**src/rtl/uart_frame_rx.sv**
```systemverilog
// uart_frame_rx: UART receiver. It synchronises rx, samples each bit at mid-bit and checks the stop bit.
// Define UART_PARITY_EN to expect one even-parity bit after the data bits.
module uart_frame_rx #(
    parameter int unsigned CLOCKS_PER_PULSE = 5208,
    parameter int unsigned DATA_WIDTH       = 8
) (
    input  logic                  clk,
    input  logic                  rst,
    input  logic                  rx,
    output logic [DATA_WIDTH-1:0] data_out,
    output logic                  ready,
    output logic                  frame_err,
    output logic                  parity_err,
    output logic                  busy
);
    localparam int unsigned CW = $clog2(CLOCKS_PER_PULSE);
    localparam int unsigned BW = $clog2(DATA_WIDTH + 1);
    localparam logic [CW-1:0] HALF_LAST = CW'(CLOCKS_PER_PULSE / 2 - 1);
    localparam logic [CW-1:0] BIT_LAST  = CW'(CLOCKS_PER_PULSE - 1);
    localparam logic [BW-1:0] IDX_LAST  = BW'(DATA_WIDTH - 1);

    typedef enum logic [2:0] {
        S_IDLE,
        S_START,
        S_DATA,
`ifdef UART_PARITY_EN
        S_PARITY,
`endif
        S_STOP,
        S_BREAK
    } state_t;

    state_t                state_q, state_d;
    logic                  rx_meta_q, rx_s_q;
    logic [CW-1:0]         cnt_q, cnt_d;
    logic [BW-1:0]         idx_q, idx_d;
    logic [DATA_WIDTH-1:0] shift_q, shift_d;
    logic [DATA_WIDTH-1:0] data_q, data_d;
    logic                  ready_q, ready_d;
    logic                  ferr_q, ferr_d;
`ifdef UART_PARITY_EN
    logic                  par_q, par_d;
    logic                  perr_q, perr_d;
`endif

    always_ff @(posedge clk or posedge rst) begin
        if (rst) begin
            rx_meta_q <= 1'b1;
            rx_s_q    <= 1'b1;
            state_q   <= S_IDLE;
            cnt_q     <= '0;
            idx_q     <= '0;
            shift_q   <= '0;
            data_q    <= '0;
            ready_q   <= 1'b0;
            ferr_q    <= 1'b0;
`ifdef UART_PARITY_EN
            par_q     <= 1'b0;
            perr_q    <= 1'b0;
`endif
        end else begin
            rx_meta_q <= rx;
            rx_s_q    <= rx_meta_q;
            state_q   <= state_d;
            cnt_q     <= cnt_d;
            idx_q     <= idx_d;
            shift_q   <= shift_d;
            data_q    <= data_d;
            ready_q   <= ready_d;
            ferr_q    <= ferr_d;
`ifdef UART_PARITY_EN
            par_q     <= par_d;
            perr_q    <= perr_d;
`endif
        end
    end

    always_comb begin
        state_d = state_q;
        cnt_d   = cnt_q + CW'(1);
        idx_d   = idx_q;
        shift_d = shift_q;
        data_d  = data_q;
        ready_d = 1'b0;
        ferr_d  = 1'b0;
`ifdef UART_PARITY_EN
        par_d   = par_q;
        perr_d  = 1'b0;
`endif
        case (state_q)
            S_IDLE: begin
                cnt_d = '0;
                if (!rx_s_q) state_d = S_START;
            end
            S_START: begin
                if (cnt_q == HALF_LAST) begin
                    cnt_d = '0;
                    if (rx_s_q) begin
                        state_d = S_IDLE;
                    end else begin
                        state_d = S_DATA;
                        idx_d   = '0;
                    end
                end
            end
            S_DATA: begin
                if (cnt_q == BIT_LAST) begin
                    cnt_d   = '0;
                    // Line order is LSB first: each new bit enters at the MSB and shifts down.
                    shift_d = (shift_q >> 1) | (DATA_WIDTH'(rx_s_q) << (DATA_WIDTH - 1));
                    idx_d   = idx_q + BW'(1);
                    if (idx_q == IDX_LAST) begin
`ifdef UART_PARITY_EN
                        state_d = S_PARITY;
`else
                        state_d = S_STOP;
`endif
                    end
                end
            end
`ifdef UART_PARITY_EN
            S_PARITY: begin
                if (cnt_q == BIT_LAST) begin
                    cnt_d   = '0;
                    par_d   = rx_s_q;
                    state_d = S_STOP;
                end
            end
`endif
            S_STOP: begin
                if (cnt_q == BIT_LAST) begin
                    cnt_d = '0;
                    if (rx_s_q) begin
                        data_d  = shift_q;
                        ready_d = 1'b1;
`ifdef UART_PARITY_EN
                        perr_d  = ^{shift_q, par_q};
`endif
                        state_d = S_IDLE;
                    end else begin
                        ferr_d  = 1'b1;
                        state_d = S_BREAK;
                    end
                end
            end
            S_BREAK: begin
                cnt_d = '0;
                if (rx_s_q) state_d = S_IDLE;
            end
            default: begin
                cnt_d   = '0;
                state_d = S_IDLE;
            end
        endcase
    end

    assign data_out  = data_q;
    assign ready     = ready_q;
    assign frame_err = ferr_q;
    assign busy      = (state_q != S_IDLE);
`ifdef UART_PARITY_EN
    assign parity_err = perr_q;
`else
    assign parity_err = 1'b0;
`endif

endmodule

```
**config.mk**
```make
export PLATFORM = sky130hd
export DESIGN_NAME = uart_frame_rx
export DESIGN_NICKNAME = d
export VERILOG_FILES = /design/src/rtl/uart_frame_rx.sv
export SDC_FILE = /design/constraint.sdc
export NUM_CORES = 1
export LEC_CHECK = 0
export ABC_AREA = 1
export CORE_MARGIN = 2
export CORE_UTILIZATION = 40
export CTS_CLUSTER_SIZE = 40
export DETAILED_ROUTE_END_ITERATION = 8
export GPL_TIMING_DRIVEN = 0
export PLACE_DENSITY = 0.63
export SLEW_MARGIN = 10
export SYNTH_ARGS = -nofsm -noshare
export SYNTH_HDL_FRONTEND = slang
export SYNTH_SLANG_ARGS = --single-unit
```
**constraint.sdc**
```tcl
create_clock -name clk -period 2.6 [get_ports clk]
set_clock_uncertainty 0.15 [all_clocks]
set_input_delay 0.65 -clock clk [delete_from_list [all_inputs] [get_ports clk]]
set_output_delay 0.65 -clock clk [all_outputs]
set_load 0.005 [all_outputs]
```
==> flow_summary.ini, run 1 <==
[worst_setup_path]
cp_max_fo = 5
path_class = register to output port
startpoint = state_q[1]$_DFFE_PP0P_
endpoint = busy
endpoint_kind = output port
r2r_slack_ns = 0.59
worst_r2r_endpoint = cnt_q[6]$_DFF_PP0_
path_buf_inv = 1
cpPeakStageDelay_ns = 0.45
critical-path-top-delay-family = buffers and inverters
startpoint_type = register
cp.required_ns = 1.80
arrival_ns = 1.44
r2r-start = cnt_q[0]$_DFF_PP0_
path_depth = 3
cp_slowest_cell = clkdlybuf4s50_1
ff2ff_path_depth = 9
cp_cell_sequence = nor2_1, nand2_1, clkdlybuf4s50_1

[job]
maxCapViolations = 0

[pwr]
power-per-cell-area_nw_per_um2 = 487.3
irDropWorstVdd_mv = 0.2020
p_leak_nw = 1.083
power_w = 0.001170

[global_route]
grt_pass1_wl_mm = 6.265
grt_overflow = 0
first_global_vias = 1443
grt_max_degree = 33
grt.total_usage_pct = 14.42
grt_antenna_before_repair = 0

[timing]
fmax_mhz = 446.3
rsz0062_at_grt = no
fin_tns_setup_ns = 0
setup_viol = 0
drv_slew = 0
min_period_ns = 2.241
finalHoldViolations = 0
period_share_pct = 86.18

[clock_network]
clk_latency_ns = 0.30
post_cts_buffers = 0
cts_buffers = 5
htree_levels = 2
clk_pin_slew_worst_paths_ns = 0.08
ctsRootBufferMaster = clkbuf_8
post_cts_resized = 0
cts_hold_buf = 0
cts_tree = built
clockBufferDepth = 2
cts_sinks = 40

[synth]
synthArstFlopShare_pct = 100.0
synth_nets = 243
synth_top_area_share_pct = 46.45
yosysSeqAreaShare_pct = 49.02
synth_warnings = 0
syn_area_um2 = 2047
synth-seq-cells = 40
synth_area_leaders = dfrtp_1, nand2_1, inv_1
ys_types = 29
synth_cells = 238
avgSynthCellArea_um2 = 8.601
yosys.area.top_type = dfrtp_1
synth_common_cells = nand2_1, dfrtp_1, inv_1
synth-main-ff-cell = dfrtp_1
synth.most_common_cell = nand2_1
synth_edf_count = 0

[routing]
drt_iter0_drc = 84
viasPerCell = 4.558
route.antenna.remaining_nets = 0
vias = 1504
finalWirelength_mm = 3.646
drc_errors = 0
post_drt_wl_per_cell_um = 11.05
dr.pass1.iters = 4

[status]
status = finished clean

[die]
io_pins = 15
start_util_pct = 40.86
core_um2 = 5010
die_area_um2 = 5706
fp.dieH_um = 75.54
die_width_um = 75.54
row_count = 26

[placement]
place_hpwl_mm = 2.600
io_buffer_count = 13
place.gp.congestion = 0.8269
dpl_cell_area_um2 = 2285

[finish]
drive_gt1_share_pct = 16.15
layout.nets = 264
insertedDiodeCount = 0
final_area_um2 = 2401
syn_to_final_growth_pct = 17.30

[min_path]
min_path_type = register to register
-- registers in the layout, indices dropped and copies added, names as in the netlist --
| register | flops |
|---|---|
| cnt_q | 13 |
| state_q | 3 |
| rx_s_q | 1 |
| frame_err | 1 |
| shift_q | 8 |
| ready | 1 |
| rx_meta_q | 1 |
| idx_q | 4 |
| data_out | 8 |
-- logic make-up after synthesis --
family                   after synthesis  share of synthesized area [%]
buffers and inverters                 42                          9.413
XOR/XNOR                               3                          1.284
multiplexers                           1                         0.4890
other                                  1                         0.1832
AND/OR/NAND/NOR                      127                          32.46
adder cells (fa/ha/maj)                2                          1.222
AO/OA/AOI/OAI                         22                          5.929
flip-flops                            40                          49.02
-- layout make-up --
class	count	area [um^2]
inverters	38	142.6
clock inverters	3	47.55
plain buffers	4	50.05
well taps	70	87.58
clock buffers	5	68.82
repair buffers	14	150.1
flip-flops and latches	40	1003
fillers	505	2609
multi-input cells	156	850.8
-- worst register-to-register path: cells and delay by family, from the launching register on --
family | cells | cell delay, ns
flip-flops | 1 | 0.45
buffers and inverters | 2 | 0.26
AND/OR/NAND/NOR | 6 | 0.75
adder cells (fa/ha/maj) | 1 | 0.28
-- where the power goes --
part,internal [W],switching [W]
logic,0.00000727,0.0000150
clock network,0.000289,0.000233
registers,0.000624,0.00000129
total,0.000921,0.000249
-- layout by cell type, fill, tap and decap left out --
cell | netlist | routed
o21ai_2 | 1 | 1
mux2i_1 | 1 | 1
nor2_1 | 21 | 21
a21oi_1 | 2 | 2
nor3_4 | 4 | 4
nor3_1 | 10 | 10
nand3_4 | 1 | 1
a21oi_2 | 2 | 2
nand2_1 | 62 | 62
nand4_1 | 2 | 2
dfstp_2 | 2 | 2
nand3_1 | 12 | 12
bufinv_16 | 0 | 1
clkdlybuf4s50_1 | 0 | 13
o21ai_0 | 13 | 13
clkinv_4 | 0 | 2
ha_1 | 2 | 2
buf_12 | 1 | 2
nor2_8 | 1 | 1
dfrtp_1 | 38 | 38
nand2_2 | 3 | 3
inv_1 | 34 | 33
nor2_2 | 2 | 2
buf_4 | 1 | 1
o21ai_1 | 4 | 4
conb_1 | 1 | 1
buf_6 | 2 | 2
nand2_4 | 1 | 1
inv_2 | 4 | 5
nor4_1 | 1 | 1
nor2_4 | 7 | 7
xor2_1 | 3 | 3
clkbuf_8 | 0 | 5
-- stage by stage --
stage / worst slack [ns] / hold WS, ns / util, % / std cells
finish: 0.3594 / 0.2175 / 47.93 / 330
floorplan: 0.8025 / 0.1952 / - / 238
CTS: 0.3424 / 0.2179 / 47.93 / 330
detailed placement: 0.5864 / 0.2009 / 45.60 / 322
global placement: 0.009500 / 0.1959 / 45.20 / 321
global route: 0.2709 / 0.2235 / 47.93 / 330
-- routing by layer --
metal  track usage [%]  share of wire (%)
met5                 0                  0
met4             5.263                1.7
met3             3.704                3.5
met2             22.90                 46
met1             19.14                 49
-- worst min-delay path by stage --
stage	startpoint	endpoint	slack [ns]	cells past startpoint
5_1_grt	rx_meta_q$_DFF_PP1_	rx_s_q$_DFF_PP1_	0.22	0
6_report	rx_meta_q$_DFF_PP1_	rx_s_q$_DFF_PP1_	0.22	0
4_1_cts	rx_meta_q$_DFF_PP1_	rx_s_q$_DFF_PP1_	0.22	0
2_1_floorplan	rx_meta_q$_DFF_PP1_	rx_s_q$_DFF_PP1_	0.20	0
3_3_place_gp	rx_meta_q$_DFF_PP1_	rx_s_q$_DFF_PP1_	0.20	0
3_5_place_dp	rx_meta_q$_DFF_PP1_	rx_s_q$_DFF_PP1_	0.20	0
No activity file was read; power rests on OpenSTA's default activity.
==> inputs of run 2 (changes only) <==
- CORE_UTILIZATION: 40 -> 59
- DONT_BUFFER_PORTS: not set -> 1
- GPL_ROUTABILITY_DRIVEN: not set -> 0
- PLACE_DENSITY: 0.63 -> 0.8
==> flow_summary.ini, run 2 (synthesized netlist as in run 1, its figures left out) <==
[placement]
place_hpwl_mm = 2.603
dp_slack_ns = 0.6236
io_buffer_count = 0

[clock_network]
cts_sinks = 40
cts_tree = built
clk_latency_ns = 0.37
post_cts_buffers = 0
ctsRootBufferMaster = clkbuf_4
htree_levels = 2
clockBufferDepth = 2
cts_buffers = 5
clk_pin_slew_worst_paths_ns = 0.12
post_cts_resized = 0

[timing]
finalHoldViolations = 0
period_share_pct = 75.70
drv_slew = 0
min_period_ns = 1.968
fin_tns_setup_ns = 0
fmax_mhz = 508.1
fin_ws_ns = 0.6319
setup_viol = 0
rsz0062_at_grt = no

[routing]
finalWirelength_mm = 3.449
route.antenna.remaining_nets = 0
dr.pass1.iters = 4
post_drt_wl_per_cell_um = 11.73
viasPerCell = 5.051
vias = 1485
drt_iter0_drc = 108
drc_errors = 0

[global_route]
grt_max_degree = 28
grt_antenna_before_repair = 0
grt_overflow = 0
grt.total_usage_pct = 20.12
grt_pass1_wl_mm = 6.189
first_global_vias = 1403

[die]
row_count = 21
io_pins = 15
start_util_pct = 61.34
die_width_um = 62.90
core_um2 = 3337
die_area_um2 = 3956
fp.dieH_um = 62.90

[job]
maxCapViolations = 0

[pwr]
p_leak_nw = 1.024
power-per-cell-area_nw_per_um2 = 483.7
irDropWorstVdd_mv = 0.2629

[finish]
n_fill_cell = 270
largest_register_ffs = 13
layout_commonest_cell = nand2_1
largest_register = cnt_q
layout.nets = 252
syn_to_final_growth_pct = 8.374
final_cell_mix = nand2_1, dfrtp_1, inv_1, nor2_1, o21ai_0
insertedDiodeCount = 0
drive_gt1_share_pct = 16.94

[min_path]
min_path_type = input port to register

[worst_setup_path]
path_class = register to register
cp_slowest_cell = dfrtp_1
cp_max_fo = 10
startpoint_type = register
cpPeakStageDelay_ns = 0.48
cp_cell_sequence = ha_1, nand2_2, nor2_2, nand3_4, nor3_4, buf_6, o21ai_0
endpoint_kind = register
critical-path-top-delay-family = simple AND/OR/NAND/NOR gates
cp.required_ns = 2.70
path_buf_inv = 1
arrival_ns = 2.07

[status]
status = finished clean
run 2: cell types whose count changed in the layout (fill, tap and decap cells not counted):
cell             change
clkbuf_4             +5
clkinvlp_4           +1
inv_6                +1
dlygate4sd3_1        +1
clkinv_4             -2
clkdlybuf4s50_1     -13
clkbuf_8             -5
run 2: cell type report:
class | instances | area (um^2) | share of cell area, %
multi-input cells | 156 | 850.8 | 38.35
clock inverters | 3 | 46.29 | 2.087
flip-flops and latches | 40 | 1003 | 45.23
repair buffers | 2 | 30.03 | 1.354
plain buffers | 4 | 50.05 | 2.256
inverters | 38 | 142.6 | 6.430
well taps | 46 | 57.56 | 2.594
clock buffers | 5 | 37.54 | 1.692
run 2: repair_timing:
action,in CTS,in global routing
hold endpoints to repair,11,0
hold buffers,1,0
endpoints found under the setup margin,0,0
run 2: final timing paths:
kind	cells past startpoint	slack (ns)	startpoint	to
worst max-delay path	7	0.63	cnt_q[0]$_DFF_PP0_	data_out[7]$_DFFE_PP0P_
worst min-delay path	0	0.12	rx	rx_meta_q$_DFF_PP1_
worst max register to register	7	0.63	cnt_q[0]$_DFF_PP0_	data_out[7]$_DFFE_PP0P_
worst min register to register	0	0.22	rx_meta_q$_DFF_PP1_	rx_s_q$_DFF_PP1_
max in group asynchronous	3	1.32	rst	shift_q[5]$_DFFE_PP0P_
min in group asynchronous	2	0.54	rst	cnt_q[10]$_DFF_PP0_
run 2: through the flow:
step / hold WS [ns] / instances / power (W) / instance area (um^2) / util [%]
final: 0.1199 / 294 / 0.001073 / 2218 / 66.48
after CTS: 0.09971 / 294 / 0.001088 / 2218 / 66.48
after global routing: 0.09745 / 294 / 0.001110 / 2218 / 66.48
after global placement: 0.1964 / 284 / 0.0006541 / 2105 / 63.07
after detailed placement: 0.1979 / 285 / 0.0006580 / 2125 / 63.67
after floorplan: 0.1952 / 238 / 0.0006501 / 2047 / -
run 2: layer usage:
| metal | wire length (um) | track usage, % | vias up |
|---|---|---|---|
| met2 | 1568 | 30.98 | 36 |
| met4 | 87 | 9.167 | 0 |
| met3 | 166 | 4.685 | 9 |
| met5 | 0 | 0 | - |
| li1 | - | - | 761 |
| met1 | 1626 | 27.07 | 679 |
run 2: where the power goes:
part / internal, W / switching [W] / leakage, nW
Clock: 0.000205 / 0.000221 / 0.0418
Combinational: 0.00000565 / 0.0000150 / 0.445
Sequential: 0.000625 / 0.00000122 / 0.537
==> inputs of run 3 (changes only) <==
- CORE_UTILIZATION: 59 -> 56
- PLACE_DENSITY: 0.8 -> 0.79
- clock period: 2.6 -> 1.8 ns (I/O delays scaled with it)
==> flow_summary.ini, run 3 (synthesized netlist as in run 1, its figures left out) <==
[global_route]
first_global_vias = 1440
grt_overflow = 0
grt_max_degree = 41
grt.total_usage_pct = 20.87
grt_antenna_before_repair = 0
grt_pass1_wl_mm = 6.568

[finish]
drive_gt1_share_pct = 27.34
fin_util_pct = 71.50
final_cell_mix = nand2_1, dfrtp_1, inv_1, nor2_1, buf_4
syn_to_final_growth_pct = 19.32
layout_commonest_cell = nand2_1
n_fill_cell = 246
layout.nets = 271
largest_register = cnt_q
final_area_um2 = 2442
largest_register_ffs = 13
insertedDiodeCount = 0

[timing]
fin_ws_ns = 0.006857
fin_tns_setup_ns = 0
tightest_slew_ns = 0.8145
setup_viol = 0
max_slew_margin_pct = 45.62
period_share_pct = 99.62
fmax_mhz = 557.7
drv_slew = 0
rsz0062_at_grt = yes
finalHoldViolations = 0
min_period_ns = 1.793

[routing]
vias = 1589
drc_errors = 0
finalWirelength_mm = 3.898
route.antenna.remaining_nets = 0
post_drt_wl_per_cell_um = 12.45
drt_iter0_drc = 100
viasPerCell = 5.077
dr.pass1.iters = 5

[die]
start_util_pct = 59.93
die_area_um2 = 4155
row_count = 21
io_pins = 15
die_width_um = 64.46
fp.dieH_um = 64.46
core_um2 = 3416

[min_path]
holdCritStartpoint = rx_meta_q$_DFF_PP1_
worstHoldEndpoint = rx_s_q$_DFF_PP1_
hold_depth = 0
min_path_type = register to register

[worst_setup_path]
r2r_slack_ns = 0.007
endpoint_kind = register
ff2ff_path_depth = 10
path_class = register to register
cp.required_ns = 1.91
cp_max_fo = 5
worst_r2r_endpoint = cnt_q[7]$_DFF_PP0_
r2r-start = cnt_q[0]$_DFF_PP0_
startpoint_type = register
arrival_ns = 1.91

[pwr]
power_w = 0.001554
irDropWorstVdd_mv = 0.5290
power-per-cell-area_nw_per_um2 = 636.1
p_leak_nw = 1.145

[clock_network]
clk_pin_slew_worst_paths_ns = 0.13
cts_sinks = 40
cts_buffers = 5
clk_latency_ns = 0.37
ctsRootBufferMaster = clkbuf_4
clockBufferDepth = 2
cts_tree = built
htree_levels = 2

[placement]
place_hpwl_mm = 2.427
dpl_cell_area_um2 = 2105
dp_slack_ns = -0.1707
io_buffer_count = 0

[job]
maxCapViolations = 0

[status]
status = finished clean
-- run 3: cell count changes in the layout (fill, tap and decap cells not counted), sizes merged --
cell and change:
dlygate4sd3 +1, bufbuf +1, buf +17
-- run 3: metrics by stage --
step | instances | hold WS [ns]
detailed placement | 284 | 0.1979
CTS | 300 | 0.2164
global route | 313 | 0.2216
global placement | 284 | 0.1958
finish | 313 | 0.2146
floorplan | 238 | 0.1952
-- run 3: area by class of cell --
cell class	instances	area, um^2	share of cell area [%]
Clock buffer	5	37.54	1.537
Sequential cell	40	1007	41.24
Clock inverter	3	46.29	1.895
Multi-Input combinational cell	156	900.9	36.89
Buffer	4	50.05	2.049
Timing Repair Buffer	21	200.2	8.197
Tap cell	46	57.56	2.357
Inverter	38	142.6	5.840
-- run 3: worst max-delay path: stages (launching register included) --
cell	delay [ns]
dfrtp_2	0.44
ha_4	0.18
nand2_4	0.08
nor2_4	0.04
nand3_4	0.14
nand2_4	0.07
nand2_4	0.09
nor2_8	0.04
buf_4	0.13
buf_4	0.13
nor3_1	0.19
-- run 3: timing repair --
item | 4_1_cts | 5_1_grt
gates resized for setup | 5 | 17
setup endpoints to repair | 32 | 21
buffers inserted | 5 | 13
pin swaps | 2 | 6
cloned | 1 | 0
endpoints found under the hold margin | 32 | 0
hold buffers | 2 | 0
-- run 3: worst max path at each step --
stage               cells after the start                      end                    from  slack [ns]
finish                                 10       cnt_q[7]$_DFF_PP0_      cnt_q[0]$_DFF_PP0_       0.007
floorplan                               9       cnt_q[6]$_DFF_PP0_      cnt_q[0]$_DFF_PP0_       0.003
CTS                                     9      cnt_q[11]$_DFF_PP0_      cnt_q[1]$_DFF_PP0_        0.01
global route                            9       cnt_q[7]$_DFF_PP0_  state_q[2]$_DFFE_PP0P_       -0.11
detailed placement                      7  data_out[1]$_DFFE_PP0P_      cnt_q[0]$_DFF_PP0_       -0.17
global placement                        9       cnt_q[6]$_DFF_PP0_      cnt_q[0]$_DFF_PP0_       -0.15
-- run 3: metal layers --
metal,wire [um],vias to the layer above,track usage [%],share of wire (%)
li1,-,796,-,-
met1,1829,748,30.13,47
met2,1814,37,30.34,47
met3,186,8,4.861,4.8
met4,67,0,8.777,1.7
met5,0,-,0,0
-- run 3: power by group --
part | switching, W | internal, W | leakage [nW] | total [W]
registers | 0.00000166 | 0.000903 | 0.532 | 0.000904
logic | 0.0000215 | 0.00000521 | 0.571 | 0.0000267
clock network | 0.000326 | 0.000297 | 0.0418 | 0.000623
